## src/rtl/gpio_pkg.sv

```systemverilog
// Shared types and defaults for the GPIO key reporting block.
package gpio_pkg;

  // Per-channel debounce FSM state.
  typedef enum logic [1:0] {
    ST_IDLE       = 2'd0,
    ST_PRESS_DB   = 2'd1,
    ST_PRESSED    = 2'd2,
    ST_RELEASE_DB = 2'd3
  } key_fsm_e;

  // Default qualification length in sclk cycles.
  localparam int unsigned DB_CYCLES_DEFAULT = 32'd1000000;

endpackage

```

## src/rtl/key_debounce.sv

```systemverilog
// One key channel: 2-flop synchronizer, debounce FSM and qualification counter.
//
// state      | meaning
// -----------+-------------------------------------------------
// IDLE       | key released and qualified as released
// PRESS_DB   | key seen pressed, counting stable-pressed cycles
// PRESSED    | key qualified as pressed
// RELEASE_DB | key seen released, counting stable-released cycles
module key_debounce
  import gpio_pkg::*;
#(
  parameter int unsigned DB_CYCLES = DB_CYCLES_DEFAULT
) (
  input  logic sclk,
  input  logic rst,
  input  logic key_n_i,
  output logic key_state_o,
  output logic qualify_o
);

  localparam int unsigned CNT_W = $clog2(DB_CYCLES);
  localparam logic [CNT_W-1:0] CNT_LAST = CNT_W'(DB_CYCLES - 1);

  logic             sync1_q;
  logic             sync2_q;
  logic             pressed;
  key_fsm_e         state_q;
  logic [CNT_W-1:0] cnt_q;
  logic             key_state_q;

  // Bring the raw pin into the sclk domain; reset value means released.
  always_ff @(posedge sclk) begin
    if (rst) begin
      sync1_q <= 1'b1;
      sync2_q <= 1'b1;
    end else begin
      sync1_q <= key_n_i;
      sync2_q <= sync1_q;
    end
  end

  assign pressed = ~sync2_q;

  // Debounce FSM; key_state is updated on the same edge the qualifying
  // transition is taken so it carries no extra cycle of latency.
  always_ff @(posedge sclk) begin
    if (rst) begin
      state_q     <= ST_IDLE;
      cnt_q       <= '0;
      key_state_q <= 1'b0;
    end else begin
      case (state_q)
        ST_IDLE: begin
          if (pressed) begin
            state_q <= ST_PRESS_DB;
            cnt_q   <= '0;
          end
        end
        ST_PRESS_DB: begin
          if (!pressed) begin
            state_q <= ST_IDLE;
            cnt_q   <= '0;
          end else if (cnt_q == CNT_LAST) begin
            state_q     <= ST_PRESSED;
            key_state_q <= 1'b1;
          end else begin
            cnt_q <= cnt_q + CNT_W'(1);
          end
        end
        ST_PRESSED: begin
          if (!pressed) begin
            state_q <= ST_RELEASE_DB;
            cnt_q   <= '0;
          end
        end
        ST_RELEASE_DB: begin
          if (pressed) begin
            state_q <= ST_PRESSED;
            cnt_q   <= '0;
          end else if (cnt_q == CNT_LAST) begin
            state_q     <= ST_IDLE;
            key_state_q <= 1'b0;
          end else begin
            cnt_q <= cnt_q + CNT_W'(1);
          end
        end
        default: begin
          state_q     <= ST_IDLE;
          cnt_q       <= '0;
          key_state_q <= 1'b0;
        end
      endcase
    end
  end

  // High in the cycle whose closing edge takes PRESS_DB -> PRESSED.
  assign qualify_o   = (state_q == ST_PRESS_DB) && pressed && (cnt_q == CNT_LAST);
  assign key_state_o = key_state_q;

endmodule

```

## src/rtl/gpio_key_report.sv

```systemverilog
// Debounced key reporting to the ARM: per-key level, sticky press event, IRQ.
module gpio_key_report
  import gpio_pkg::*;
#(
  parameter int          NKEY      = 2,
  parameter int unsigned DB_CYCLES = DB_CYCLES_DEFAULT
) (
  input  logic            sclk,
  input  logic            rst,
  input  logic [NKEY-1:0] key_n,
  input  logic [NKEY-1:0] arm_ack,
  output logic [NKEY-1:0] key_state,
  output logic [NKEY-1:0] key_evt,
  output logic            key_irq
);

  logic [NKEY-1:0] ack1_q;
  logic [NKEY-1:0] ack2_q;
  logic [NKEY-1:0] ack3_q;
  logic [NKEY-1:0] ack_rise;
  logic [NKEY-1:0] qualify;
  logic [NKEY-1:0] key_evt_d;
  logic [NKEY-1:0] key_evt_q;

  for (genvar g = 0; g < NKEY; g++) begin : g_key
    key_debounce #(
      .DB_CYCLES (DB_CYCLES)
    ) u_key_debounce (
      .sclk        (sclk),
      .rst         (rst),
      .key_n_i     (key_n[g]),
      .key_state_o (key_state[g]),
      .qualify_o   (qualify[g])
    );
  end

  // Synchronize the ARM acknowledges; the third flop provides edge detection.
  always_ff @(posedge sclk) begin
    if (rst) begin
      ack1_q <= '0;
      ack2_q <= '0;
      ack3_q <= '0;
    end else begin
      ack1_q <= arm_ack;
      ack2_q <= ack1_q;
      ack3_q <= ack2_q;
    end
  end

  assign ack_rise = ack2_q & ~ack3_q;

  // A new qualification beats a simultaneous acknowledge.
  always_comb begin
    key_evt_d = qualify | (key_evt_q & ~ack_rise);
  end

  // Sticky event flags.
  always_ff @(posedge sclk) begin
    if (rst) begin
      key_evt_q <= '0;
    end else begin
      key_evt_q <= key_evt_d;
    end
  end

  assign key_evt = key_evt_q;
  assign key_irq = |key_evt_q;

endmodule

```

## config.mk

```make
export PLATFORM = sky130hd
export DESIGN_NAME = gpio_key_report
export DESIGN_NICKNAME = d
export VERILOG_FILES = /design/src/rtl/gpio_pkg.sv /design/src/rtl/key_debounce.sv /design/src/rtl/gpio_key_report.sv
export SDC_FILE = /design/constraint.sdc
export NUM_CORES = 1
export LEC_CHECK = 0
export CAP_MARGIN = 15
export CORE_MARGIN = 2
export CORE_UTILIZATION = 59
export DETAILED_ROUTE_END_ITERATION = 7
export GPL_TIMING_DRIVEN = 0
export PLACE_DENSITY = 0.77
export SYNTH_ARGS = -nofsm -noshare
export SYNTH_HDL_FRONTEND = slang
export SYNTH_HIERARCHICAL = 1
export SYNTH_SLANG_ARGS = --single-unit
```

## constraint.sdc

```tcl
create_clock -name sclk -period 2.1 [get_ports sclk]
set_input_delay 0.315 -clock sclk [delete_from_list [all_inputs] [get_ports sclk]]
set_output_delay 0.315 -clock sclk [all_outputs]
set_load 0.01 [all_outputs]
```

Yosys cells after proc, flatten, opt, wreduce, memory -nomap -nowiden:

Cells that the tools add are included.

* bits in registers: 58
* latch bits: 0
* bits in writable memories: 0
* bits in read-only memories: 0
* bits of input ports: 6
* word-level logic and storage cells: 98
* memories: 0

* $add $sub $neg: 2
* multiply operators: 0
* divide/modulo/power cells: 0
* magnitude comparators: 0
* equal/unequal tests: 24
* shifts and indexed selects: 0
* multiplexer cells: 36
* bitwise logic cells: 7
* reductions and logical operators: 15

Operator list (number)
* 20-bit two-way mux: 10
* 20-bit one-hot mux with 4 select lines: 2
* 20-bit by 1-bit adder with 20-bit output (second input constant): 2
* 20-bit equality test (second input constant): 2
* 2-bit two-way mux: 12
* 2-bit by 1-bit != test with 1-bit output (second input constant): 8
* 2-bit one-hot mux with 4 select lines: 2
* 5-bit AND reduction: 2
* 2-bit equality test (second input constant): 4
* 1-bit two-way mux: 8
* 2-bit != test (second input constant): 4
* 4-bit AND reduction: 2
* 3-bit by 1-bit != test with 1-bit output (second input constant): 2
* 3-bit != test (second input constant): 2
* 2-bit bitwise AND: 2
* 2-bit by 1-bit equality test with 1-bit output (second input constant): 2
* 1-bit logical AND: 4
* 2-bit logical NOT: 2
* 2-bit NOT: 2
* 1-bit one-hot mux with 2 select lines: 2
* 2-bit AND reduction: 2
* 2-bit nonzero test: 2
* 1-bit NOT: 2
* 2-bit bitwise OR: 1
* 2-bit OR reduction: 1

Longest topological paths before layout:

* word-level depth: 5
* gate-level depth with buffers: 8

By module:

Netlist, hierarchy kept.

By module, submodules not included
* key_debounce (g_key[0].u_key_debounce): times used 1, cells each 179, area an instance 1473.9 um^2
* key_debounce (g_key[1].u_key_debounce): times used 1, cells each 139, area an instance 1216.2 um^2
* gpio_key_report: times used 1, cells each 21, area an instance 239.0 um^2

Least setup slack after synthesis:

No wires, ideal clock.

* path type: register to register
* start point: register g_key[0].u_key_debounce.cnt_q[1]
* end point: register g_key[0].u_key_debounce.cnt_q[14]
* setup time: 70 ps
* arrival: 1750 ps
* data required time: 2030 ps
* path slack: 280 ps
* stages on the path, launching flop included: 7
* path buffers: 1
* clock period less this slack: 1820 ps
* cells stage by stage: dfxtp_1 ha_1 nand2_1 or3_1 buf_2 or4_1 a21oi_1

* word-level cells in the longest chain between the ends: 4

RTL lines
* from (decl): RTL line key_debounce.sv:28 `logic [CNT_W-1:0] cnt_q;`
* from (signal assigned): RTL line key_debounce.sv:67 `cnt_q <= cnt_q + CNT_W'(1);`
* from (signal assigned): RTL line key_debounce.sv:84 `cnt_q <= cnt_q + CNT_W'(1);`
* 20-bit by 1-bit adder with 20-bit output / 20-bit equality test (equally long branches)
* 20-bit two-way mux *: RTL line key_debounce.sv:63, key_debounce.sv:80
* 20-bit two-way mux (on tied branches): RTL line key_debounce.sv:77, key_debounce.sv:60
* 20-bit one-hot mux with 4 select lines *: RTL line key_debounce.sv:52 `case (state_q)`

Every way passes the cells marked *; elsewhere a longest branch is shown, timed or not.
A chain may end at the register's enable or synchronous reset.

Final worst setup path:

* start point: register g_key[0].u_key_debounce.cnt_q[0]
* end point: register g_key[0].u_key_debounce.cnt_q[14]

Same word-level chain as after synthesis.

==> impl_results.md <==
* Outcome: completed
* Largest family of logic cells by synthesized area: simple AND/OR/NAND/NOR gates
* Layout cells sized above 1 at 12.88%
* DRC viols at 0
* Final min period at 1964 ps
* CP arrival at 2230 ps
* Clk pin slew, worst setup/hold paths at 70 ps
* Ant. Diodes at 0
* Yosys warning count at 6
* Crit Path Category: reg2reg
* Syn Area/Cell at 8.640 sq um
* Final setup margin at 136.4 ps
* Synth area leaders: dfxtp_1 (40%), nand4_1 (4.1%), xor2_1 (3.9%), nand2_1 (3.3%), nor2_1 (3.2%)
* Asr flop ratio synth at 0%
* Place WS at -261.6 ps
* Mapped Cells at 339
* CTS H-tree depth at 3
* I/O Pins at 11
* Post-synthesis net count at 347
* Reg2reg path depth at 6
* Post-route setup TNS at 0 ps
* Synth Register Bits at 58
* Family with the most delay on the worst path: simple AND/OR/NAND/NOR gates
* FF-to-FF setup slack at 140 ps
* Clk buf depth at 2
* Gp weighted congestion at 0.9036
* Hpwl dp at 4311 um
* Endpoints failing setup at 0
* DR vias at 2,646
* Netlist cell types at 48
* EDFF count, synth at 0
* Adder-cell share of the synthesized area at 0.8543%
* Slew HR at 54.99%
* DRT iter0 DRCs at 275
* Final Max Tran Viols at 0
* Worst-Skew Late Latency at 330 ps
* FP Rows at 25
* Reg2Reg Capture Point: g_key[0].u_key_debounce/cnt_q[14]
* Worst-margin pin slew at 670.3 ps
* Compound-Gate Fraction of Synth Area at 13.11%
* Worst r2r src: g_key[0].u_key_debounce/cnt_q[0]
* Post-DP Area at 0.003113 sq mm
* Max-cap violations at 0
* Sequential area share after synthesis at 39.64%
* Fmax at 0.5093 GHz
* Worst Setup SP: g_key[0].u_key_debounce/cnt_q[0]
* CTS Buf Count at 9
* Total GRT Usage at 25.34%
* Primary FF master, synth: dfxtp_1
* WP depth at 6
* Filler instances at 389
* Worst hold slack at 415.9 ps
* Initial antenna violation count at 0
* Critical-path top delay cell: or4_1
* Worst path buffer plus inverter count at 1
* Worst Setup Start Kind: register
* Full die area at 0.005544 sq mm
* HP Class: reg2reg
* Synth top area share at 39.64%
* Congestion Overflow GR at 0
* Clk_skew at 9.286 ps
* Port Buffers at 10
* Setup crit end: g_key[0].u_key_debounce/cnt_q[14]
* Worst Setup End Kind: register
* DRT Wirelength at 6315 um
* CP required at 2370 ps
* XOR/XNOR share of the synthesized area at 6.450%
* First-pass GRT wire length at 10,780 um
* Final Cycle Share at 93.51%
* Post-DRT Antenna Nets at 0
* Starting Density at 61.61%
* Largest net degree at the start of global routing at 15
* Critical Path, Cell by Cell: ha_2, nand2_1, or3_1, buf_2, or4_1, a21oi_1
* Worst-path fanout max at 7
* Root Driver: clkbuf_8
* Synth area leader: dfxtp_1
* Final Instance Area at 0.003326 sq mm
* RSZ-0062 raised after global routing: no
* CTS tree: done
* Hold Fails Final Rpt at 0
* Number of global-route vias before repair at 2,310
* Final net count at 368
* Sinks on Clock Net at 58
* Die Span X at 74.46 um
* PwrDens at 650.6 mW/mm^2
* Slowest stage delay, CP at 500 ps
* Vias/cell at 6.125
* TritonRoute pass-1 iters at 4
* Worst vdd ir at 0.4899 mV
* Cell Area, Synth at 0.002929 sq mm
* WL/cell at 14.62 um
* Die height at 74.46 um
* Mux contribution to synthesized area at 3.076%
* Area share of and/or/nand/nor cells after synthesis at 33.28%
* Post-CTS Setup Inserts at 0
* Synth-to-layout area growth at 13.54%
* Core Area at 0.004755 sq mm
* Static Leak at 0.001189 uW
-- final cells by class --
cell class	instances	area, sq um	share of cell area, %
clock inverter	6	42.54	1.279
sequential	58	1162	34.95
buffer	18	87.58	2.634
timing repair buffer	10	102.6	3.085
tap	67	83.83	2.521
clock buffer	10	137.6	4.138
inverter	6	22.52	0.6772
multi-input combinational	257	1687	50.71
-- cell usage after synthesis, types with 7 or more instances --
library cell and instances:
a21oi_1 15, and3_1 10, clkbuf_1 11, dfxtp_1 58, mux2i_1 9, nand2_1 26, nand3_1 17, nand4_1 19
nor2_1 25, nor3_1 8, nor3b_1 7, o21ai_0 9, or2_2 8, or3_1 14, xor2_1 13
-- power breakdown --
part / leakage, uW / internal, uW / switching, uW / total (uW)
Sequential: 0.000470 / 1120 / 9.65 / 1130
Combinational: 0.000630 / 51.1 / 63.6 / 115
Clock: 0.0000882 / 459 / 464 / 923
-- through the flow --
stage | utilization, % | instances | power (uW)
6_report | 69.95 | 432 | 2164
5_1_grt | 69.95 | 432 | 2244
4_1_cts | 69.42 | 432 | 2188
3_5_place_dp | 65.47 | 416 | 1262
3_3_place_gp | 65.47 | 416 | 1260
2_1_floorplan | - | 339 | 1219
-- worst min-delay path by stage --
stage / from / end / slack (ps) / depth (start not counted)
after global routing: g_key[1].u_key_debounce/sync1_q / g_key[1].u_key_debounce/sync2_q / 450 / 1
final: g_key[1].u_key_debounce/sync1_q / g_key[1].u_key_debounce/sync2_q / 420 / 1
after CTS: g_key[1].u_key_debounce/sync1_q / g_key[1].u_key_debounce/sync2_q / 420 / 1
after global placement: g_key[1].u_key_debounce/sync1_q / g_key[1].u_key_debounce/sync2_q / 390 / 1
after floorplan: rst / ack3_q[1] / 380 / 1
after detailed placement: g_key[1].u_key_debounce/sync1_q / g_key[1].u_key_debounce/sync2_q / 410 / 1
-- state kept, by name (all words and copies together), names as in the netlist, named ones only --
| name | count |
|---|---|
| g_key.u_key_debounce/state_q | 2 |
| g_key.u_key_debounce/sync1_q | 2 |
| ack1_q | 2 |
| ack3_q | 2 |
| g_key.u_key_debounce/sync2_q | 2 |
| key_evt | 2 |
| g_key.u_key_debounce/key_state_o | 2 |
| g_key.u_key_debounce/cnt_q | 40 |
| ack2_q | 2 |
-- cell usage in the layout (no fill, tap or decap), types with 2 or more instances in the layout --
| cell | netlist | final |
|---|---|---|
| dfxtp_1 | 58 | 57 |
| nand2_1 | 26 | 26 |
| nor2_1 | 25 | 24 |
| nand4_1 | 19 | 19 |
| nand3_1 | 17 | 17 |
| a21oi_1 | 15 | 15 |
| or3_1 | 14 | 14 |
| xor2_1 | 13 | 13 |
| clkbuf_8 | 0 | 10 |
| and3_1 | 10 | 10 |
| clkbuf_1 | 11 | 9 |
| mux2i_1 | 9 | 9 |
| o21ai_0 | 9 | 9 |
| clkdlybuf4s50_1 | 0 | 9 |
| or2_2 | 8 | 8 |
| nor3b_1 | 7 | 7 |
| nor3_1 | 8 | 7 |
| buf_2 | 6 | 6 |
| inv_1 | 6 | 6 |
| a21o_1 | 6 | 6 |
| nor2b_1 | 5 | 5 |
| and4_1 | 5 | 5 |
| nor4_1 | 6 | 5 |
| xnor2_1 | 6 | 5 |
| or4_1 | 5 | 5 |
| o211ai_1 | 5 | 5 |
| o31ai_1 | 4 | 4 |
| o311ai_0 | 4 | 4 |
| and2_1 | 3 | 3 |
| a211oi_1 | 3 | 3 |
| a22o_1 | 3 | 3 |
| clkinv_4 | 0 | 2 |
| clkinvlp_4 | 0 | 2 |
| clkinv_2 | 0 | 2 |
| nor4b_1 | 2 | 2 |
| nor3_2 | 1 | 2 |
| a31oi_1 | 2 | 2 |
| nor4b_2 | 2 | 2 |
-- what timing repair did --
item	CTS	global route
setup endpoints to repair	1	29
resized for setup	2	9
hold buffers	0	0
-- metal layers --
| layer | wire length, um | part of all wire, % | GRT usage, % |
|---|---|---|---|
| met1 | 3215 | 51 | 37.93 |
| met2 | 2646 | 42 | 35.00 |
| met5 | 0 | 0 | 0 |
| met3 | 343 | 5.4 | 5.285 |
| met4 | 108 | 1.7 | 10.71 |
-- cell families (layout without fill, tap and decap cells) --
group,count (synthesis),count (layout)
simple gates,169,169
flops,58,58
compound gates,57,57
buf+inv,24,50
xor+xnor,20,20
mux,9,9
fa+ha+maj,2,2
Power figures use the tool's default switching activity.
